--- src/rtl/boot_loader_pkg.sv ---
// Shared definitions for the UART boot loader.
// Holds the loader and receiver state encodings, the sync byte value and the
// default timing parameters used by boot_loader and uart_rx.
package boot_loader_pkg;

  localparam logic [7:0] SYNC_BYTE            = 8'hA5;
  localparam int         DEFAULT_CLKS_PER_BIT = 868;
  localparam int         DEFAULT_TIMEOUT_CLKS = 10_000_000;
  localparam int         DEFAULT_MAX_WORDS    = 256;

  typedef enum logic [2:0] {
    ST_IDLE,
    ST_LEN_LO,
    ST_LEN_HI,
    ST_DATA,
    ST_CSUM,
    ST_DONE,
    ST_ERR
  } load_state_e;

  typedef enum logic [1:0] {
    RX_IDLE,
    RX_START,
    RX_DATA,
    RX_STOP
  } rx_state_e;

endpackage

--- src/rtl/boot_loader_if.sv ---
// Instruction-memory write port driven by the boot loader.
//   we    : one-cycle write strobe
//   addr  : word-aligned byte address of the write
//   wdata : instruction word to write
// master = loader side (drives), slave = memory side (receives).
interface boot_loader_if;

  logic        we;
  logic [31:0] addr;
  logic [31:0] wdata;

  modport master (output we, addr, wdata);
  modport slave  (input  we, addr, wdata);

endinterface

--- src/rtl/boot_loader_uart_rx.sv ---
// UART 8N1 receiver for the boot loader.
// Ports:
//   clk, rst_n      : system clock, asynchronous active-low reset
//   rxd_i           : raw serial input, idles high
//   byte_valid_o    : one-cycle pulse when a well-framed byte arrives
//   byte_data_o     : received byte, held until the next good byte
//   frame_err_o     : one-cycle pulse when the stop bit is sampled low
module uart_rx
  import boot_loader_pkg::*;
#(
  parameter int CLKS_PER_BIT = DEFAULT_CLKS_PER_BIT
) (
  input  logic       clk,
  input  logic       rst_n,
  input  logic       rxd_i,
  output logic       byte_valid_o,
  output logic [7:0] byte_data_o,
  output logic       frame_err_o
);

  localparam int            CW        = $clog2(CLKS_PER_BIT + 1);
  localparam logic [CW-1:0] HALF_LAST = CW'(CLKS_PER_BIT / 2 - 1);
  localparam logic [CW-1:0] FULL_LAST = CW'(CLKS_PER_BIT - 1);

  rx_state_e     state_q;
  logic          sync1_q, sync2_q, prev_q;
  logic [CW-1:0] cnt_q;
  logic [2:0]    bitIdx_q;
  logic [7:0]    shift_q;
  logic [7:0]    data_q;
  logic          valid_q;
  logic          frameErr_q;

  // Synchronise the serial line, then walk through start, data and stop bits.
  // The start bit is re-checked half a bit after the falling edge so short
  // glitches fall back to idle; every later sample lands mid-bit.
  always_ff @(posedge clk or negedge rst_n) begin
    if (!rst_n) begin
      sync1_q    <= 1'b1;
      sync2_q    <= 1'b1;
      prev_q     <= 1'b1;
      state_q    <= RX_IDLE;
      cnt_q      <= '0;
      bitIdx_q   <= '0;
      shift_q    <= '0;
      data_q     <= '0;
      valid_q    <= 1'b0;
      frameErr_q <= 1'b0;
    end else begin
      sync1_q    <= rxd_i;
      sync2_q    <= sync1_q;
      prev_q     <= sync2_q;
      valid_q    <= 1'b0;
      frameErr_q <= 1'b0;
      case (state_q)
        RX_IDLE: begin
          cnt_q <= '0;
          if (prev_q && !sync2_q) state_q <= RX_START;
        end
        RX_START: begin
          if (cnt_q == HALF_LAST) begin
            cnt_q <= '0;
            if (sync2_q) begin
              state_q <= RX_IDLE;
            end else begin
              state_q  <= RX_DATA;
              bitIdx_q <= '0;
            end
          end else begin
            cnt_q <= cnt_q + 1'b1;
          end
        end
        RX_DATA: begin
          if (cnt_q == FULL_LAST) begin
            cnt_q   <= '0;
            shift_q <= {sync2_q, shift_q[7:1]};
            if (bitIdx_q == 3'd7) state_q <= RX_STOP;
            else                  bitIdx_q <= bitIdx_q + 1'b1;
          end else begin
            cnt_q <= cnt_q + 1'b1;
          end
        end
        RX_STOP: begin
          if (cnt_q == FULL_LAST) begin
            cnt_q   <= '0;
            state_q <= RX_IDLE;
            if (sync2_q) begin
              valid_q <= 1'b1;
              data_q  <= shift_q;
            end else begin
              frameErr_q <= 1'b1;
            end
          end else begin
            cnt_q <= cnt_q + 1'b1;
          end
        end
        default: state_q <= RX_IDLE;
      endcase
    end
  end

  assign byte_valid_o = valid_q;
  assign byte_data_o  = data_q;
  assign frame_err_o  = frameErr_q;

endmodule

--- src/rtl/boot_loader.sv ---
// UART boot loader: receives A5 / LEN_LO / LEN_HI / data words / XOR checksum
// and writes the image into instruction memory, holding the cpu in reset until
// a complete image with a matching checksum has been accepted.
// Ports:
//   clk, rst_n   : system clock, asynchronous active-low reset
//   uart_rxd_i   : UART 8N1 serial input
//   imem         : instruction-memory write port (master side)
//   cpu_rst_o    : active-high cpu reset, low only once the image is accepted
//   done_o       : image loaded and checksum matched
//   error_o      : framing, length, checksum or timeout failure
module boot_loader
  import boot_loader_pkg::*;
#(
  parameter int CLKS_PER_BIT = DEFAULT_CLKS_PER_BIT,
  parameter int MAX_WORDS    = DEFAULT_MAX_WORDS,
  parameter int TIMEOUT_CLKS = DEFAULT_TIMEOUT_CLKS
) (
  input  logic          clk,
  input  logic          rst_n,
  input  logic          uart_rxd_i,
  boot_loader_if.master imem,
  output logic          cpu_rst_o,
  output logic          done_o,
  output logic          error_o
);

  localparam int            TW      = $clog2(TIMEOUT_CLKS + 1);
  localparam logic [TW-1:0] TO_LAST = TW'(TIMEOUT_CLKS - 1);
  localparam logic [16:0]   MAX_W   = 17'(MAX_WORDS);

  logic       byteValid;
  logic [7:0] byteData;
  logic       frameErr;

  uart_rx #(.CLKS_PER_BIT(CLKS_PER_BIT)) u_rx (
    .clk         (clk),
    .rst_n       (rst_n),
    .rxd_i       (uart_rxd_i),
    .byte_valid_o(byteValid),
    .byte_data_o (byteData),
    .frame_err_o (frameErr)
  );

  load_state_e   state_q, state_d;
  logic [7:0]    lenLo_q;
  logic [15:0]   len_q;
  logic [15:0]   wordIdx_q;
  logic [1:0]    lane_q;
  logic [7:0]    csum_q;
  logic [23:0]   wordBuf_q;
  logic [TW-1:0] idleCnt_q;
  logic          we_q;
  logic [31:0]   addr_q, wdata_q;
  logic          cpuRst_q, done_q, error_q;

  logic [15:0] lenNew_d;
  logic [31:0] wordAsm_d;
  logic        inXfer, timeoutHit, lastWord;

  assign lenNew_d   = {byteData, lenLo_q};
  assign wordAsm_d  = {byteData, wordBuf_q};
  assign inXfer     = state_q inside {ST_LEN_LO, ST_LEN_HI, ST_DATA, ST_CSUM};
  assign timeoutHit = inXfer && !byteValid && (idleCnt_q == TO_LAST);
  assign lastWord   = (wordIdx_q == len_q - 16'd1);

  // Next-state decision. Frame errors and the idle timeout only matter while
  // a transfer is open, so they override whatever the byte would have done.
  always_comb begin
    state_d = state_q;
    case (state_q)
      ST_IDLE:   if (byteValid && byteData == SYNC_BYTE) state_d = ST_LEN_LO;
      ST_LEN_LO: if (byteValid) state_d = ST_LEN_HI;
      ST_LEN_HI: begin
        if (byteValid) begin
          if ({1'b0, lenNew_d} > MAX_W) state_d = ST_ERR;
          else if (lenNew_d == 16'd0)   state_d = ST_CSUM;
          else                          state_d = ST_DATA;
        end
      end
      ST_DATA:   if (byteValid && lane_q == 2'd3 && lastWord) state_d = ST_CSUM;
      ST_CSUM:   if (byteValid) state_d = (byteData == csum_q) ? ST_DONE : ST_ERR;
      ST_DONE:   state_d = ST_DONE;
      ST_ERR:    if (byteValid && byteData == SYNC_BYTE) state_d = ST_LEN_LO;
      default:   state_d = ST_IDLE;
    endcase
    if (inXfer && (frameErr || timeoutHit)) state_d = ST_ERR;
  end

  // Loader registers. Status outputs are decoded from the next state so they
  // change together with the state register and never glitch. Bytes 0..2 of
  // a word shift into wordBuf_q from the top, so the fourth byte completes a
  // little-endian word and the write strobe fires on the following cycle.
  always_ff @(posedge clk or negedge rst_n) begin
    if (!rst_n) begin
      state_q   <= ST_IDLE;
      lenLo_q   <= '0;
      len_q     <= '0;
      wordIdx_q <= '0;
      lane_q    <= '0;
      csum_q    <= '0;
      wordBuf_q <= '0;
      idleCnt_q <= '0;
      we_q      <= 1'b0;
      addr_q    <= '0;
      wdata_q   <= '0;
      cpuRst_q  <= 1'b1;
      done_q    <= 1'b0;
      error_q   <= 1'b0;
    end else begin
      state_q   <= state_d;
      we_q      <= 1'b0;
      cpuRst_q  <= (state_d != ST_DONE);
      done_q    <= (state_d == ST_DONE);
      error_q   <= (state_d == ST_ERR);
      idleCnt_q <= (inXfer && !byteValid) ? idleCnt_q + 1'b1 : '0;
      if (byteValid) begin
        case (state_q)
          ST_IDLE, ST_ERR: begin
            if (byteData == SYNC_BYTE) begin
              wordIdx_q <= '0;
              lane_q    <= '0;
              csum_q    <= '0;
            end
          end
          ST_LEN_LO: lenLo_q <= byteData;
          ST_LEN_HI: len_q   <= lenNew_d;
          ST_DATA: begin
            csum_q <= csum_q ^ byteData;
            lane_q <= lane_q + 1'b1;
            if (lane_q == 2'd3) begin
              we_q      <= 1'b1;
              addr_q    <= {14'd0, wordIdx_q, 2'b00};
              wdata_q   <= wordAsm_d;
              wordIdx_q <= wordIdx_q + 1'b1;
            end else begin
              wordBuf_q <= {byteData, wordBuf_q[23:8]};
            end
          end
          default: ;
        endcase
      end
    end
  end

  assign imem.we    = we_q;
  assign imem.addr  = addr_q;
  assign imem.wdata = wdata_q;
  assign cpu_rst_o  = cpuRst_q;
  assign done_o     = done_q;
  assign error_o    = error_q;

endmodule

--- src/flat_wrapper.sv ---
// flat-port wrapper written by rule: the top's interface ports become plain ports
module boot_loader_flat import boot_loader_pkg::*;
#(
  parameter int CLKS_PER_BIT = DEFAULT_CLKS_PER_BIT,
  parameter int MAX_WORDS    = DEFAULT_MAX_WORDS,
  parameter int TIMEOUT_CLKS = DEFAULT_TIMEOUT_CLKS
)
  (clk, rst_n, uart_rxd_i, cpu_rst_o, done_o, error_o, imem_we, imem_addr, imem_wdata);
  boot_loader_if imem_i ();
  input  logic clk;
  input  logic rst_n;
  input  logic uart_rxd_i;
  output logic cpu_rst_o;
  output logic done_o;
  output logic error_o;
  output wire logic [$bits(imem_i.we)-1:0] imem_we;
  output wire logic [$bits(imem_i.addr)-1:0] imem_addr;
  output wire logic [$bits(imem_i.wdata)-1:0] imem_wdata;
  assign imem_we = imem_i.we;
  assign imem_addr = imem_i.addr;
  assign imem_wdata = imem_i.wdata;
  boot_loader #(.CLKS_PER_BIT(CLKS_PER_BIT), .MAX_WORDS(MAX_WORDS), .TIMEOUT_CLKS(TIMEOUT_CLKS)) u_core (.clk(clk), .rst_n(rst_n), .uart_rxd_i(uart_rxd_i), .imem(imem_i), .cpu_rst_o(cpu_rst_o), .done_o(done_o), .error_o(error_o));
endmodule
--- config.mk ---
export PLATFORM = sky130hd
export DESIGN_NAME = boot_loader_flat
export DESIGN_NICKNAME = d
export VERILOG_FILES = /design/src/rtl/boot_loader_pkg.sv /design/src/rtl/boot_loader_if.sv /design/src/rtl/boot_loader_uart_rx.sv /design/src/rtl/boot_loader.sv /design/src/flat_wrapper.sv
export SDC_FILE = /design/constraint.sdc
export NUM_CORES = 1
export LEC_CHECK = 0
export ABC_AREA = 1
export ABC_CLOCK_PERIOD_IN_PS = 2200
export CORE_ASPECT_RATIO = 2
export CORE_UTILIZATION = 58
export CTS_BUF_LIST = sky130_fd_sc_hd__clkbuf_16
export CTS_CLUSTER_DIAMETER = 100
export CTS_CLUSTER_SIZE = 10
export DETAILED_ROUTE_END_ITERATION = 12
export PLACE_DENSITY_LB_ADDON = 0.12
export SYNTH_ARGS = -nofsm -noshare
export SYNTH_HDL_FRONTEND = slang
export SYNTH_SLANG_ARGS = --single-unit
--- constraint.sdc ---
create_clock -name clk -period 2.2 [get_ports clk]
set_clock_uncertainty 0.15 [all_clocks]
set_input_delay 0.44 -clock clk [delete_from_list [all_inputs] [get_ports clk]]
set_output_delay 0.44 -clock clk [all_outputs]
set_load 0.02 [all_outputs]
# Word-level counts from Yosys, hierarchy flattened
# Index checks and enable logic that the tools add are counted.
# totals
ff_bits,189
in_bits,3
out_inout_bits,68
elab_cells,132
# op_classes
add_sub_neg,6
n_lt_le_gt_ge,1
n_eq_ne,29
muxes,42
bitwise_logic,2
n_reduce_logical,28
# ops
cell,n
$mux W3,12
$mux W16,2
$pmux W16 S2,1
$pmux W10 S3,1
$add A24 B1 Y24 const B,1
$eq A24 B24 Y1 const B,1
$mux W24,1
$mux W10,2
$eq A3 B3 Y1 const B,6
$pmux W3 S6,1
$add A16 B1 Y16 const B,1
$eq A16 B16 Y1,1
$gt A16 B9 Y1 const B,1
$logic_not A16 Y1,1
$mux W2,8
$ne A2 B2 Y1 const B,8
$pmux W8 S2,1
$sub A16 B1 Y16 const B,1
$reduce_and A3 Y1,4
$add A10 B1 Y10 const B,1
$eq A10 B10 Y1 const B,1
$eq A10 B9 Y1 const B,1
$reduce_and A5 Y1,2
$mux W1,9
26 further kinds,40

# Longest topological paths before layout
# Gate-level depths: netlist of the first run.
# logic_depth
ltp_word,8
depth_mapped,17
ltp_nobuf,17

# Cells and area by module
# From an unflattened synthesis of the first run, not the netlist that was laid out.
# unflattened
hier_cells,1125
area_unflattened_um2,9389.0
# modules_own_cells
module,n_inst,cells_each,area_each_um2,seq_area_each_um2
boot_loader,1,944,7694.9,3829.9
uart_rx,1,181,1694.1,904.6

# Least setup slack after synthesis of the first run
# Ideal clock, no wire load.
# synth_timing
path_type,register to register
from,register u_core.len_q[0]
to,register u_core.error_q (netlist: u_core.error_o)
setup_time_ps,120
t_arrival_ps,1708
required_time_ps,1930
setup_slack_ps,222
stages_incl_launch_ff,16
path_buffers,0
period_less_slack_ps,1978
cell_sequence,dfrtp_1 -> inv_1 -> ha_1 -> nand2_1 -> nor2_1 -> nand3_1 -> nand3_1 -> nand2_1 -> nor2_1 -> nand2_1 -> nor2_1 -> nand3_1 -> nand2_2 -> nand3_1 -> nand2_1 -> nor2_1
# synth_via
elab_chain_len,7
# synth_lines
element,line_no,source
"start, declared",boot_loader.sv:46,logic [15:0] len_q;
"start signal, assigned",boot_loader.sv:126,ST_LEN_HI: len_q <= lenNew_d;
$sub A16 B1 Y16,boot_loader.sv:64,assign lastWord = (wordIdx_q == len_q - 16'd1);
$eq A16 B16 Y1,boot_loader.sv:64,
$logic_and A1 B1 Y1,boot_loader.sv:80,ST_DATA: if (byteValid && lane_q == 2'd3 && lastWord) state_d = ST_CSUM;
$mux W3,boot_loader.sv:80,
$pmux W3 S6,boot_loader.sv:70,case (state_q)
$mux W3,boot_loader.sv:86,if (inXfer && (frameErr || timeoutHit)) state_d = ST_ERR;
named net u_core.state_d[1],boot_loader.sv:44,"load_state_e state_q, state_d;"
$eq A3 B3 Y1,boot_loader.sv:114,error_q <= (state_d == ST_ERR);
"end signal, assigned",boot_loader.sv:114,
"end, declared",boot_loader.sv:54,"logic cpuRst_q, done_q, error_q;"
# The timed path passes the listed nets, and every way through them passes these cells.
# A chain may end at the register's enable or synchronous reset.

# Final worst setup path of the first run
# layout_timing
from,register u_core.len_q[1]
to,register u_core.error_q (netlist: u_core.error_o)
# layout_via
elab_chain_len,7
# layout_lines
element,line_no
$sub A16 B1 Y16,boot_loader.sv:64
$eq A16 B16 Y1,boot_loader.sv:64
$logic_and A1 B1 Y1,boot_loader.sv:80
$mux W3,boot_loader.sv:80
$pmux W3 S6,boot_loader.sv:70
$mux W3,boot_loader.sv:86
$eq A3 B3 Y1,boot_loader.sv:114
# Every way passes these cells.

==> flow_results.org, run 1 <==
** CTS
- Number of levels the H-tree was split into :: 4
- In this run the clock root is driven by a clkbuf_16.
- Clock-pin slew reported for the worst setup and hold paths after clock tree synthesis :: 0.08 ns
- Clock latency on the worst-skew pair, taken at its later pin, is 0.44 ns.
- Clock tree from TritonCTS :: yes
- Sink count of the clock tree :: 189
- Longest Clk Path Bufs :: 2
- Number of CTS-inserted buffers :: 17

** Layout
- Final Cell Area :: roughly 11000 sq um
- Area overhead of the layout relative to synthesis :: 20.08%
- Cells with a size suffix above 1 make up between 10% and 20% of the layout.
- Final-stage net count :: between 1000 and 1500
- The number of antenna diodes in the final layout is 0.

** Synth
- In the post-synthesis netlist, the biggest area contributors are dfrtp_1, nand2_1, o21ai_0, inv_1, nor2_1.
- Mean cell area of the mapped netlist :: 8.364 sq um
- Total number of yosys warnings :: 0
- Top post-synthesis cells by count :: nand2_1, dfrtp_1, o21ai_0, inv_1, nor2_1
- Cell area after synthesis :: 8975 sq um
- Number of library cell types mapped by synthesis :: 46
- Number of synthesized flops with an enable pin :: 0
- Sequential cells were found to cover 52.75% of the synthesized design area.
- Fraction of post-synthesis cell area in the top cell type by area :: 51.58%
- After synthesis the netlist holds a flip-flop and latch count of 189.
- Commonest register cell after synthesis :: dfrtp_1
- Most common cell in the synthesized netlist :: nand2_1
- Post-synthesis cell count :: 1073
- For this run, asynchronously set or reset flops after synthesis account for 100.0%.
- Area leader, netlist :: dfrtp_1

** Floorplan
- The initial utilization of the core area, before any placement, comes to 58.99%.
- Die height :: 177.9 um
- Die X :: 89.96 um
- Area of the core :: roughly 15000 sq um
- slightly above 70 I/O pins were placed.
- Row count :: 64
- Die Outline Area :: 16010 sq um

** Placement
- Total placed instance area :: approximately 10000 sq um
- The HPWL after detailed placement is 15.29 mm.
- Port buffering added 54 buffers.
- Routability cong. :: 0.9108

** Drt
- After detailed routing, the number of vias per cell comes to 5.373.
- In this run, the number of DRC markers left after iteration 0 of detailed routing was between 400 and 500.
- The pre-antenna-repair detailed-routing pass consisted of 7 iterations.
- In the final routed layout, each cell accounts on average for ~15 um.
- The final layout contains routed wiring with a total length of 21.09 mm.
- DR vias :: 7361
- In the routed design, unresolved DRC markers number 0.
- In this run the remaining antenna-violating nets after routing total 0.

** Flow run
- Max-Cap Viols :: 0

** STA
- Clock period minus worst slack :: 2.234 ns
- The final-report hold violation count came to 0.
- Measured against its own limit, the worst slew margin works out to 65.20%.
- Transition time of the tightest slew-check pin :: ~0.52 ns
- The max-slew violation total from the final report was 0.
- Max Clk Rate :: 447.6 MHz
- Final count of negative-setup-slack endpoints :: 3
- Dividing the final minimum period by the clock period gives 101.6%.
- Setup repair after global routing could not meet its margin everywhere.
- Slack of the critical path :: -0.03427 ns

** Outcome
- The final reports fail on negative setup slack.
- The flow ran to the end, but the final reports show violations.

** GRT
- Global-route congestion overflow total :: 0
- Via count of the first global-routing pass :: 7241
- Entering global routing, the biggest net connects 57 pins.
- Number of antenna violations at the first check in global routing :: 0
- Wire length of the first global-routing pass :: 33.82 mm
- Global routing consumed, over all layers together, between 20% and 30% of the routing resources.

** Setup path
- The critical path is of the register to register type.
- CP Data Arrival Time :: 2.45 ns
- Maximum fanout along the worst path :: 4
- The worst setup path is captured at a register.
- CP startpoint kind :: register
- Data on the critical path is required at its endpoint by 2.42 ns.

** Power and ir drop
- Leakage power summed over all cells :: 0.005078 uW
- In this run the power density over the cells is 653.2 nW/um^2.
- The completed layout was analyzed and its total power is a little over 7000 uW.
- Maximum resistive drop on vdd :: 0.5242 mV

** Worst hold path
- The worst hold path belongs to the class register to register.
[placed cells by master (no fill, tap or decap), types with 5 or more instances in the layout]
cell type / instances
nand4_1: 15
nand3_2: 9
dfrtp_1: 180
clkbuf_16: 17
nor3_1: 21
a21oi_1: 26
xnor2_1: 7
dfrtp_2: 5
inv_1: 113
o21ai_0: 116
clkdlybuf4s50_1: 53
nand3_1: 33
ha_1: 7
conb_1: 16
nor4_1: 10
buf_4: 38
xor2_1: 24
nand2_1: 286
nand2_2: 6
a22o_1: 9
nor2_2: 11
o21ai_1: 8
nor2_4: 10
inv_2: 7
nor2_1: 78
[sequential cells by signal (all words and copies together) (netlist names), 2 cells and up, named ones only]
signal and flops:
u_core.imem.addr 16, u_core.u_rx.shift_q 8, u_core.wordBuf_q 24, u_core.csum_q 8
u_core.u_rx.byte_data_o 8, u_core.u_rx.bitIdx_q 3, u_core.wordIdx_q 16, u_core.lenLo_q 8
u_core.lane_q 2, u_core.idleCnt_q 24, u_core.u_rx.cnt_q 10, u_core.len_q 16
u_core.state_q 3, u_core.imem.wdata 32
[stage by stage]
step	instances	setup WS (ns)	util (%)	setup TNS (ns)	hold WS (ns)
3_3_place_gp	1332	0.03793	65.15	0	0.1959
5_1_grt	1370	-0.2199	70.83	-0.7549	0.2108
4_1_cts	1365	0.02079	69.32	0	0.2093
2_1_floorplan	1088	0.2218	-	0	-0.005591
3_5_place_dp	1332	-0.002081	65.15	-0.002081	0.1976
6_report	1370	-0.03427	70.83	-0.06437	0.2080
[where the power goes]
| group | switching (uW) | total (uW) | leakage [uW] | internal, uW |
|---|---|---|---|---|
| registers | 45.5 | 3560 | 0.00261 | 3510 |
| logic | 250 | 338 | 0.00217 | 87.9 |
| clock network | 1500 | 3140 | 0.000298 | 1650 |
[critical path: stages, from the launching register on]
cell and delay, ns:
dfrtp_1 0.40, inv_2 0.08, ha_4 0.17, nand2_4 0.06, nor2_4 0.10, buf_6 0.12
nand3_2 0.10, nand3_2 0.12, nand2_1 0.08, nor2_1 0.13, nand2_1 0.08, nor2_2 0.10
nand3_1 0.09, nand2_2 0.11, nand2_1 0.06, nand2_1 0.07, nand2_1 0.05, nor2_1 0.09
[worst paths after layout]
check | end | start | cells past startpoint | slack (ns)
worst max-delay path | u_core.error_o | u_core.len_q[1] | 17 | -0.03
worst min-delay path | u_core.u_rx.sync2_q | u_core.u_rx.sync1_q | 0 | 0.21
worst max register to register | u_core.error_o | u_core.len_q[1] | 17 | -0.03
worst min register to register | u_core.u_rx.sync2_q | u_core.u_rx.sync1_q | 0 | 0.21
max in group asynchronous | u_core.cpu_rst_o | rst_n | 3 | 0.79
min in group asynchronous | u_core.imem.wdata[7] | rst_n | 2 | 0.36
[cell families (layout without fill, tap and decap cells)]
group	Yosys count	count (layout)	synth area share, %
other cells	1	16	0.04178
fa+ha+maj	8	8	1.115
xor+xnor	31	31	3.025
compound gates	178	178	11.10
flops	189	189	52.75
simple gates	497	498	24.01
buf+inv	169	252	7.960
[cell type report]
cell class                      instances  area [sq um]
Tap cell                              198         247.7
Clock buffer                           17         425.4
Sequential cell                       189          4741
Inverter                              122         460.4
Timing Repair Buffer                   98         930.9
Clock inverter                         15         193.9
Fill cell                            1208          4438
Multi-Input combinational cell        731          3777
[metal layers]
metal | vias up | part of all wire, % | track usage [%]
met5 | - | 0 | 0
met3 | 80 | 2.4 | 3.770
met4 | 0 | 6.1 | 20.23
met1 | 3494 | 35 | 26.15
met2 | 170 | 57 | 52.31
li1 | 3617 | - | -
[repair_timing]
item / CTS / global route
buffers inserted: 0 / 4
resized for setup: 1 / 50
pin swaps: 0 / 18
hold endpoints to repair: 48 / 0
setup endpoints to repair: 1 / 18
hold buffers: 1 / 0
gates cloned: 0 / 1
Power figures use the tool's default switching activity.
==> inputs of run 2 (changes only) <==
CORE_UTILIZATION = 59   (was 58)
SYNTH_HIERARCHICAL = 1   (was default)
==> run 2 against run 1 <==
Net effect: the flow now finishes without violations; utilization grew 0.93 points; final cell count grew 3.9%; sequential share of layout area shrank 1.2 points; worst hold slack is essentially flat; worst setup slack gained 0.10 ns; clock power shrank 7.0%; routed wire length grew 4.5%; sequential cell count is the same; design area grew 2.9%; global-route usage grew 0.90 points; critical endpoint is now cpu_rst_o; largest power group unchanged; highest routed layer unchanged.
==> flow_results.org, run 2 <==
** Power and ir drop
- Combinational share of power :: 7.4% (was 4.8%)
- The power density over cell area was 635.4 nW/um^2 (was 653.2 nW/um^2).
- The largest vdd supply drop is 0.5425 mV (was 0.5242 mV).
- The power dissipated by switching net loads was 1872 uW (was 1791 uW).
- The leakage power of the design was 0.005297 uW (was 0.005078 uW).
- The switching part of the total is 26.57% (was 25.45%).
- Clock power share :: 41.4% (was 44.7%)
- Part of the total power dissipated in sequential elements :: 51.2% (was 50.5%)
- The design internal power came to 5174 uW (was 5248 uW).

** Synth
- Proportion of synthesized chip area in sequential cells :: 50.43% (was 52.75%)
- Most common cell in the synthesized netlist :: nand2_1 (unchanged)
- Top post-synthesis cells by count :: nand2_1, dfrtp_1, inv_1, o21ai_0, nor2_1 (was nand2_1, dfrtp_1, o21ai_0, inv_1, nor2_1)
- Area leader, netlist :: dfrtp_1 (unchanged)
- Number of synthesized flops with an enable pin :: 0 (unchanged)
- Post-synthesis cell count :: 1125 (was 1073)
- Proportion of synthesized flip-flops having asynchronous set or reset :: 100.0% (unchanged)
- Total number of yosys warnings :: 6 (was 0)
- Cell area after synthesis :: 9389 sq um (was 8975 sq um)
- The mean instance size in the synthesized netlist came to 8.346 sq um (was 8.364 sq um).
- The most frequently used flop master after synthesis was dfrtp_1 (unchanged).
- Flops & latches, synth :: 189 (unchanged)
- The number of unique standard cell types used by synthesis was 51 (was 46).
- Largest cells by area after synthesis: dfrtp_1, nand2_1, o21ai_0, inv_1, nor2_1 (unchanged).
- The share of the synthesized area in the top cell type came to 49.31% (was 51.58%).

** Drt
- Detailed-route wire length :: 22.04 mm (was 21.09 mm)
- DR vias :: 7775 (was 7361)
- The number of remaining DRC errors is 0 (unchanged).
- The per-cell via count in the routed design came to 5.464 (was 5.373).
- Detailed-route wire length per cell :: 15.49 um (was 15.39 um)
- DRT iter0 DRCs :: 446 (was 483)
- Number of nets with antenna violations after routing :: 0 (unchanged)
- Detailed-routing iteration count for the pre-antenna-repair pass :: 5 (was 7)

** Setup path
- The critical path data required time came to 1.61 ns (was 2.42 ns).
- Cell class contributing the biggest share of worst-path delay :: buffers and inverters (was simple AND/OR/NAND/NOR gates)
- Cell with the largest stage delay on the worst path :: clkdlybuf4s50_1 (was dfrtp_1)
- Type of the setup path with the least slack :: register to output pin (was register to register)
- Critical path cell sequence :: clkdlybuf4s50_1 (was inv_2 -> ha_4 -> nand2_4 -> nor2_4 -> buf_6 -> nand3_2 -> nand3_2 -> nand2_1 -> nor2_1 -> nand2_1 -> nor2_2 -> nand3_1 -> nand2_2 -> nand2_1 -> nand2_1 -> nand2_1 -> nor2_1)
- WP buf/inv :: 1 (was 2)
- The kind of launch point of the worst setup path was a register (unchanged).
- The data arrival at the endpoint of the critical path is 1.54 ns (was 2.45 ns).
- Delay of the slowest cell on the worst path :: 0.60 ns (was 0.40 ns)
- Type of destination of the critical path :: output pin (was register)
- The highest fanout seen on the critical path was 1 (was 4).

** Placement
- The half-perimeter wire length of the detailed placement result was 16.26 mm (was 15.29 mm).
- Total placed instance area :: 10300 sq um (was 9912 sq um)
- The post-placement worst setup slack was -0.06494 ns (was -0.002081 ns).
- The count of buffers inserted at the top-level ports is 54 (unchanged).
- The placer's final routability congestion estimate was 0.9977 (was 0.9108).

** STA
- Slack of the critical path :: 0.06616 ns (was -0.03427 ns)
- Setup repair after global routing missed its margin: true (unchanged).
- Fin. Hold Viols :: 0 (unchanged)
- Final count of negative-setup-slack endpoints :: 0 (was 3)
- The share of the clock period used by the worst path was 96.99% (was 101.6%).
- Final slew viol count :: 0 (unchanged)
- Sum of negative setup slack :: 0 ns (was -0.06437 ns)
- Max Clk Rate :: 468.6 MHz (was 447.6 MHz)
- Clock period minus worst slack :: 2.134 ns (was 2.234 ns)
- The final-layout worst hold slack came to 0.2083 ns (was 0.2080 ns).

** Floorplan
- Die Outline Area :: 16450 sq um (was 16010 sq um)
- Starting density of the core :: 60.75% (was 58.99%)
- Die X :: 91.20 um (was 89.96 um)
- The number of top-level pins is 71 (unchanged).
- The number of placement rows was 64 (unchanged).
- The area of the placeable core was 15450 sq um (was 15210 sq um).
- Die height :: 180.4 um (was 177.9 um)

** Layout
- Count of antenna diodes in the layout :: 0 (unchanged)
- Most frequent standard cell in the layout excluding fill and tap cells :: nand2_1 (unchanged)
- The multi-input combinational cell area is 4099 sq um (was 3777 sq um).
- Final Cell Area :: 11090 sq um (was 10780 sq um)
- The synthesis-to-layout area growth is 18.12% (was 20.08%).
- The area taken by flip-flops and latches came to 4741 sq um (unchanged).
- Max reg flops :: 32 (unchanged)
- The fraction of layout instances using a drive strength above 1 came to 15.27% (was 12.97%).
- FILL cells :: 1266 (was 1208)
- Commonest cells after routing, fill and taps aside :: nand2_1, dfrtp_1, inv_1 (was nand2_1, dfrtp_1, o21ai_0)
- The net count reported at finish came to 1223 (was 1170).

** CTS
- Worst skew pair latency :: 0.43 ns (was 0.44 ns)
- The TritonCTS clock tree is yes (unchanged).
- The CTS buffer count is 17 (unchanged).
- The clock transition time at the flip-flop clock pins of the worst setup and hold paths was 0.07 ns (was 0.08 ns).
- Clk Tree Root Cell :: clkbuf_16 (unchanged)
- The clock sink count is 189 (unchanged).
- Longest Clk Path Bufs :: 2 (unchanged)
- Number of levels the H-tree was split into :: 4 (unchanged)

** GRT
- The all-layer global routing usage came to 28.21% (was 27.31%).
- Via count of the first global-routing pass :: 7722 (was 7241)
- Wire length of the first global-routing pass :: 36.38 mm (was 33.82 mm)
- Largest net degree at the start of global routing :: 58 (was 57)
- Global-route congestion overflow total :: 0 (unchanged)
- Number of antenna violations at the first check in global routing :: 0 (unchanged)

** Outcome
- Status :: complete, no violations (was complete, but fails checks)

** Worst hold path
- The worst hold path class is register to register (unchanged).

** Flow run
- Max-Cap Viols :: 0 (unchanged)
run 2: cell types whose count changed after synthesis, moves of 5 or more:
cell      previous run  this run
o21ai_1              8        20
inv_2                5        16
clkbuf_1            22        12
nand2_1            291       301
nand3_1             40        50
o21ai_0            117       107
buf_2                4        11
nand2_2              3        10
nand3b_1             0         5
nand4_1             15        20
nor2_1              87        82
nor3_2               3         8
run 2: metrics by stage:
| step | total power [uW] | instances | util [%] |
|---|---|---|---|
| floorplan | 4047 | 1140 | - |
| CTS | 7130 | 1417 | 70.62 |
| global placement | 4195 | 1383 | 66.62 |
| global route | 7317 | 1423 | 71.76 |
| detailed placement | 4204 | 1383 | 66.62 |
| finish | 7047 | 1423 | 71.76 |
run 2: final cells by class:
type	count	area share [%]
Sequential cell	189	42.75
Multi-Input combinational cell	774	36.96
Timing Repair Buffer	98	8.472
Inverter	132	4.535
Clock buffer	17	3.836
Tap cell	198	2.234
Clock inverter	15	1.218
run 2: power groups by stage:
stage	registers [uW]	clock network (uW)	logic, uW
3_3_place_gp	3670	0	523
6_report	3610	2920	521
4_1_cts	3610	2990	534
3_5_place_dp	3670	0	531
5_1_grt	3610	3110	591
2_1_floorplan	3650	0	395
run 2: metal layers:
layer	global-route usage, %	wire (um)	vias to the layer above
met4	18.41	1282	0
met3	4.515	672	84
met5	0	0	-
met1	29.34	8057	3695
met2	51.45	12030	211
li1	-	-	3785
run 2: cells by family after synthesis:
| family | count (synthesis) | synth area share (%) |
|---|---|---|
| AND/OR/NAND/NOR | 539 | 26.81 |
| flip-flops | 189 | 50.43 |
| other | 1 | 0.03994 |
| adder cells (fa/ha/maj) | 8 | 1.066 |
| buffers and inverters | 177 | 8.249 |
| AO/OA/AOI/OAI | 181 | 10.61 |
| XOR/XNOR | 30 | 2.798 |
run 2: worst paths after layout:
| kind | end | startpoint | depth (start not counted) | slack (ns) |
|---|---|---|---|---|
| setup / recovery | cpu_rst_o | u_core/cpu_rst_o | 1 | 0.07 |
| hold / removal | u_core/u_rx/sync2_q | u_core/u_rx/sync1_q | 0 | 0.21 |
| setup reg to reg | u_core/idleCnt_q[20] | u_core/idleCnt_q[0] | 12 | 0.07 |
| hold reg to reg | u_core/u_rx/sync2_q | u_core/u_rx/sync1_q | 0 | 0.21 |
| max in group asynchronous | u_core/cpu_rst_o | rst_n | 3 | 0.85 |
| min in group asynchronous | u_core/imem.wdata[4] | rst_n | 2 | 0.39 |
run 2: worst register-to-register path: stages (launching register included):
cell,delay (ns)
dfrtp_1,0.37
ha_2,0.23
nand3_4,0.10
nor3_4,0.20
nand2_2,0.10
inv_2,0.07
nand2_2,0.07
nor2_4,0.13
nand4_1,0.23
nor3_2,0.24
nand2_1,0.07
nand2_1,0.06
nor2_1,0.04
run 2: timing repair:
action | in CTS | in global routing
buffers inserted | 1 | 6
hold buffers | 1 | 0
pin swaps | 1 | 19
resized for setup | 8 | 44
endpoints found under the setup margin | 4 | 25
hold endpoints to repair | 51 | 0
==> inputs of run 3 (changes only) <==
--- a/constraint.sdc
+++ b/constraint.sdc
@@ -3,3 +3,3 @@
 set_input_delay 0.44 -clock clk [delete_from_list [all_inputs] [get_ports clk]]
 set_output_delay 0.44 -clock clk [all_outputs]
-set_load 0.02 [all_outputs]
+set_load 0.05 [all_outputs]
==> run 3 against run 2 <==
Net effect: clock-buffer cell count is the same; final cell count increased by 0.35%; global-route usage up 0.29 points; register-to-register slack better by 0.04 ns; critical path depth is the same; non-clock buffer count rose by 5; utilization up 0.24 points; design area rose by 0.34%; power grew 1.5%; routed wire length grew 1.2%; critical path type unchanged; critical endpoint is now imem_wdata[29]; largest power group unchanged; highest routed layer unchanged.
==> flow_results.org, run 3 (synthesized netlist as in run 2, its figures left out) <==
** Outcome
- Status :: complete, no violations (unchanged)

** Power and ir drop
- The power density over cell area was 642.8 nW/um^2 (was 635.4 nW/um^2).
- The largest vdd supply drop is 0.5393 mV (was 0.5425 mV).
- The leakage power of the design came to 0.005804 uW (was 0.005297 uW).
- Post-route total power :: 7154 uW (was 7047 uW)

** Drt
- The post-detailed-routing wire length came to 22.30 mm (was 22.04 mm).
- Number of nets with antenna violations after routing :: 0 (unchanged)
- The number of remaining DRC errors is 0 (unchanged).
- DR vias :: 7660 (was 7775)
- Detailed-routing iteration count for the pre-antenna-repair pass :: 5 (unchanged)
- The violation count after the first detailed-routing iteration came to 358 (was 446).
- Via/cell ratio :: 5.364 (was 5.464)
- Detailed-route wire length per cell :: 15.62 um (was 15.49 um)

** STA
- Transition time of the tightest slew-check pin :: approximately 0.53 ns
- Final slew viol count :: 0 (unchanged)
- Setup repair after global routing missed its margin: true (unchanged).
- Clock period minus worst slack :: 2.164 ns (was 2.134 ns)
- The achievable clock frequency was 462.0 MHz (was 468.6 MHz).
- The share of the clock period used by the worst path was 98.38% (was 96.99%).
- Worst slew slack as a fraction of its limit :: between 60% and 70%
- Final count of negative-setup-slack endpoints :: 0 (unchanged)
- Fin. Hold Viols :: 0 (unchanged)

** Layout
- The number of inserted diodes was 0 (unchanged).
- Proportion of layout cells with a drive suffix above 1 :: 14.72% (was 15.27%)
- Area overhead of the layout relative to synthesis :: 18.52% (was 18.12%)
- The number of filler cells placed in the layout came to 1291 (was 1266).
- Max reg flops :: 32 (unchanged)
- The most frequent standard cell in the layout excluding fill and tap cells was nand2_1 (unchanged).
- Commonest cells after routing, fill and taps aside: nand2_1, dfrtp_1, inv_1 (unchanged).
- The net count reported at finish came to 1228 (was 1223).
- The non-filler instance count after layout came to 1428 (was 1423).

** GRT
- GRT Total Usage :: 28.49% (was 28.21%)
- The largest net degree at the start of global routing came to 53 (was 58).
- The remaining global-route overflow is 0 (unchanged).
- The number of antenna violations at the first check in global routing came to 0 (unchanged).
- Via count of the first global-routing pass :: 7636 (was 7722)
- The first-pass GRT wire length was 36.58 mm (was 36.38 mm).

** Floorplan
- The number of top-level pins is 71 (unchanged).
- Area of the core :: 15450 sq um (unchanged)
- The area enclosed by the die boundary was 16450 sq um (unchanged).
- The horizontal die dimension is 91.20 um (unchanged).
- Starting density of the core :: 60.75% (unchanged)
- The number of placement rows was 64 (unchanged).
- Die height :: 180.4 um (unchanged)

** Placement
- Placed instance count :: 1388 (was 1383)
- Routability cong. :: 1.062 (was 0.9977)
- HPWL Detailed :: 16.73 mm (was 16.26 mm)
- The count of buffers inserted at the top-level ports is 54 (unchanged).

** CTS
- Clock tree from TritonCTS :: yes (unchanged)
- Clock-pin slew reported for the worst setup and hold paths after clock tree synthesis :: 0.07 ns (about the same)
- The buffer type at the clock tree root is clkbuf_16 (unchanged).
- The CTS buffer count was 17 (unchanged).
- The clock sink count came to 189 (unchanged).
- Worst skew pair latency :: 0.43 ns (about the same)
- The buffer depth of the longest clock path came to 2 (unchanged).
- Number of levels the H-tree was split into :: 4 (unchanged)

** Setup path
- Maximum fanout along the worst path :: 2 (was 1)
- The number of buffers and inverters on the critical path was 1 (unchanged).
- Cell class contributing the biggest share of worst-path delay :: buffers and inverters (unchanged)
- Type of the setup path with the least slack :: register to output pin (unchanged)
- Type of destination of the critical path :: output pin (unchanged)
- Cell with the largest stage delay on the worst path :: clkdlybuf4s50_1 (unchanged)
- The critical path data required time came to 1.61 ns (about the same).
- CP startpoint kind :: register (unchanged)
- The delay of the slowest cell on the worst path came to 0.80 ns (was 0.60 ns).
- Critical path cell sequence: clkdlybuf4s50_1 (unchanged).
- The data arrival at the endpoint of the critical path is 1.57 ns (was 1.54 ns).

** Flow run
- The number of maximum-capacitance constraint violations was 0 (unchanged).

** Worst hold path
- The worst hold path class is register to register (unchanged).
-- run 3: changes by cell type in the layout (fill, tap and decap cells not counted), sizes merged --
cell	before	now
clkdlybuf4s50	53	10
dlymetal6s2s	0	22
dlygate4sd2	0	20
buf	43	49
clkinv	7	6
inv	139	140
-- run 3: final timing paths --
check / startpoint / endpoint / slack, ns / cells after the start
hold / removal: u_core/u_rx/sync1_q / u_core/u_rx/sync2_q / 0.21 / 0
setup reg to reg: u_core/wordIdx_q[0] / u_core/wordIdx_q[14] / 0.11 / 8
hold reg to reg: u_core/u_rx/sync1_q / u_core/u_rx/sync2_q / 0.21 / 0
setup / recovery: u_core/imem.wdata[29] / imem_wdata[29] / 0.04 / 1
min in group asynchronous: rst_n / u_core/imem.wdata[5] / 0.36 / 2
max in group asynchronous: rst_n / u_core/u_rx/prev_q / 0.85 / 3
-- run 3: power by group --
part	leakage (uW)	internal, uW	switching, uW
Sequential	0.00262	3530	84.8
Clock	0.000281	1510	1470
Combinational	0.00291	158	409
Total	0.00580	5190	1960
-- run 3: cell type report --
type                    instances  area, sq um  area share, %
clock buffers                  17        425.4          3.823
clock inverters                15        147.6          1.327
inverters                     132        503.0          4.520
multi-input cells             774         4054          36.43
flip-flops and latches        189         4738          42.58
well taps                     198        247.7          2.226
repair buffers                103         1012          9.096
-- run 3: metal layers --
| layer | up-vias | track usage (%) | part of all wire, % | routed length (um) |
|---|---|---|---|---|
| li1 | 3788 | - | - | - |
| met1 | 3648 | 29.81 | 36 | 8123 |
| met2 | 164 | 53.73 | 56 | 12570 |
| met3 | 60 | 3.376 | 2.2 | 480 |
| met4 | 0 | 16.32 | 5.0 | 1126 |
| met5 | - | 0 | 0 | 0 |
-- run 3: what timing repair did --
action | CTS | global route
buffers inserted | 0 | 7
gates resized for setup | 24 | 54
endpoints found under the hold margin | 45 | 0
endpoints found under the setup margin | 23 | 32
hold buffers | 1 | 0
pin swaps | 0 | 9
-- run 3: metrics by stage --
| step | instance area [sq um] | worst slack (ns) | utilization [%] | hold slack (ns) | TNS [ns] |
|---|---|---|---|---|---|
| floorplan | 9445 | 0.2461 | - | -0.005591 | 0 |
| global placement | 10330 | 0.002068 | 66.85 | 0.1963 | 0 |
| detailed placement | 10330 | -0.05501 | 66.85 | 0.2049 | -0.1208 |
| CTS | 10910 | 0.0003647 | 70.59 | 0.2160 | 0 |
| global route | 11130 | -0.05035 | 72.00 | 0.2176 | -0.1348 |
| finish | 11130 | 0.03563 | 72.00 | 0.2115 | 0 |
==> RTL change: new RTL, settings of run 2 <==
Change the package constant `DEFAULT_CLKS_PER_BIT` from 868 to 434.
--- a/src/rtl/boot_loader_pkg.sv
+++ b/src/rtl/boot_loader_pkg.sv
@@ -6,3 +6,3 @@
   localparam logic [7:0] SYNC_BYTE            = 8'hA5;
-  localparam int         DEFAULT_CLKS_PER_BIT = 868;
+  localparam int         DEFAULT_CLKS_PER_BIT = 434;
   localparam int         DEFAULT_TIMEOUT_CLKS = 10_000_000;
Formal check against the unedited RTL: no difference found for any inputs over 10 cycles, from zero or initial values and one cycle with rst_n low; that may be too few to reach the edited logic, so the function may still have changed.
==> RTL change against run 2 <==
Synthesized cell count down 0.62%. Sequential cell count shrank 1. Critical path depth is 11 higher. Maximum frequency increased by 1.9%. Via count is 2.4% lower. Combinational power is 24% lower. Setup slack gained 0.040 ns. Largest cell class unchanged. Worst hold slack better by 0.0010 ns. Highest routed layer unchanged. Routed wire length decreased by 3.4%. Total power is 1.9% lower. Area after synthesis decreased by 1.3%. Final area fell by 1.9%. Final cell count shrank 0.84%.
==> RTL change: results (changes against run 2) <==
[worst_setup_path]
cp_max_fo = 5  ; was 1
cp_slowest_cell = dfrtp_2  ; was clkdlybuf4s50_1
crit_family = simple AND/OR/NAND/NOR gates  ; was buffers and inverters
worstReg2RegStart = u_core/len_q[4]  ; was u_core/idleCnt_q[0]
crit_arrival_ns = 2.27  ; was 1.54 ns
start_kind = flip-flop  ; unchanged
slowest_delay_ns = 0.45  ; was 0.60 ns

[timing]
period_share_pct = 95.2  ; was 97.0%
tightest_slew_ns = 0.511
holdWs_ns = 0.209  ; was 0.208 ns

[final_layout]
largest_reg_flops = 32  ; unchanged
fill_cells = 1293  ; was 1,266
drive_gt1_share_pct = 12.9  ; was 15.3%
antenna_cells = 0  ; unchanged
syn2layout_area_growth_pct = 17.4  ; was 18.1%
fin_nets = 1212  ; was 1,223

[clock_network]
htree_num_levels = 4  ; unchanged
cts-buffers-inserted = 17  ; unchanged
post_cts_buffers = 0  ; was 1
cts_resized = 1  ; was 8
cts_root_buf = clkbuf_16  ; unchanged
clockBufferDepth = 2  ; unchanged
clk_pin_slew_ns = 0.08
clock_latency_ns = 0.43  ; about the same
holdBufCountCts = 1  ; unchanged

[synth]
synth_warnings = 6  ; unchanged
async_flop_share_pct = 100  ; unchanged
synth_top_cell_by_area = dfrtp_1  ; unchanged
synth_top_flop_cell = dfrtp_1  ; unchanged
syn_inst = 1118  ; was 1,125
seq_area_frac_synth_pct = 50.8  ; was 50.4%
synth_area_leaders = dfrtp_1, nand2_1, o21ai_0, inv_1, nor2_1  ; unchanged
yosys.cell_types.count = 46  ; was 51
yosys-top-cells-count = nand2_1, dfrtp_1, inv_1  ; unchanged

[grt]
grt_usage_pct = 27.8  ; was 28.2%
antenna_found_initial = 0  ; unchanged
grt_max_degree = 57  ; was 58
grt_pass1_vias = 7399  ; was 7,722
grt_first_pass_wirelength_um = 34900  ; was 36,400 µm

[min_path]
min_from = u_core/u_rx/sync1_q  ; unchanged
hp-class = flip-flop to flip-flop  ; unchanged

[placed_design]
gp_congestion = 0.925  ; was 0.998
portBuffers = 54  ; unchanged
pre_cts_slack_ns = -0.0320  ; was -0.0649 ns
dp_hpwl_um = 16100  ; was 16,300 µm
dp.cells = 1376  ; was 1,383
place_area_um2 = 10200  ; was 10,300 µm²

[power]
p_switching_mw = 1.81  ; was 1.87 mW
peakVddDrop_mv = 0.588  ; was 0.543 mV
leakagePower_nw = 5.16  ; was 5.30 nW

[routing]
first_pass_iters = 5  ; unchanged
wire_per_inst_um = 15.1  ; was 15.5 µm
vias = 7587  ; was 7,775
vias_per_cell = 5.38  ; was 5.46
dr.first_iter.drc_count = 302  ; was 446

[run_status]
status = finished clean  ; unchanged

RTL change: cell count changes after synthesis, moves of 3 or more:
| cell | delta |
|---|---|
| inv_1 | +13 |
| inv_2 | -5 |
| nand4_1 | +3 |
| nor2_1 | +3 |
| nor3_2 | -4 |
| o21a_1 | +8 |
| o21ai_0 | -3 |
| o21ai_1 | -7 |
RTL change: per-layer routing:
layer | wire, µm | track usage, % | vias up
met5 | 0 | 0 | -
li1 | - | - | 3740
met3 | 492 | 4.45 | 68
met2 | 11900 | 51.8 | 170
met4 | 1170 | 17.9 | 0
met1 | 7770 | 28.6 | 3609
RTL change: cell type report:
type | instances | share of cell area [%]
Sequential cell | 188 | 43.3
Clock inverter | 15 | 1.38
Timing Repair Buffer | 96 | 8.52
Clock buffer | 17 | 3.91
Multi-Input combinational cell | 759 | 35.8
Tap cell | 198 | 2.28
Inverter | 138 | 4.78
RTL change: worst paths after layout:
| check | cells after the start | endpoint |
|---|---|---|
| worst max-delay path | 12 | u_core/error_o |
| worst max register to register | 12 | u_core/error_o |
| min in group asynchronous | 2 | u_core/imem.wdata[5] |
| worst min register to register | 0 | u_core/u_rx/sync2_q |
| max in group asynchronous | 3 | u_core/cpu_rst_o |
| worst min-delay path | 0 | u_core/u_rx/sync2_q |
RTL change: power by group through the flow:
stage,Clock (mW),Sequential [mW],Combinational (mW)
5_1_grt,3.17,3.57,0.469
6_report,2.96,3.56,0.397
2_1_floorplan,0,3.60,0.306
3_3_place_gp,0,3.62,0.396
3_5_place_dp,0,3.63,0.402
4_1_cts,3.03,3.56,0.404
RTL change: cell families after synthesis:
kind of cell | share of synthesized area (%)
and+or+nand+nor | 25.7
adders and majority gates | 1.21
AOI/OAI and AO/OA | 10.6
DFF | 50.8
buffers and inverters | 8.77
other | 0.0404
xor gates and xnor gates | 2.83
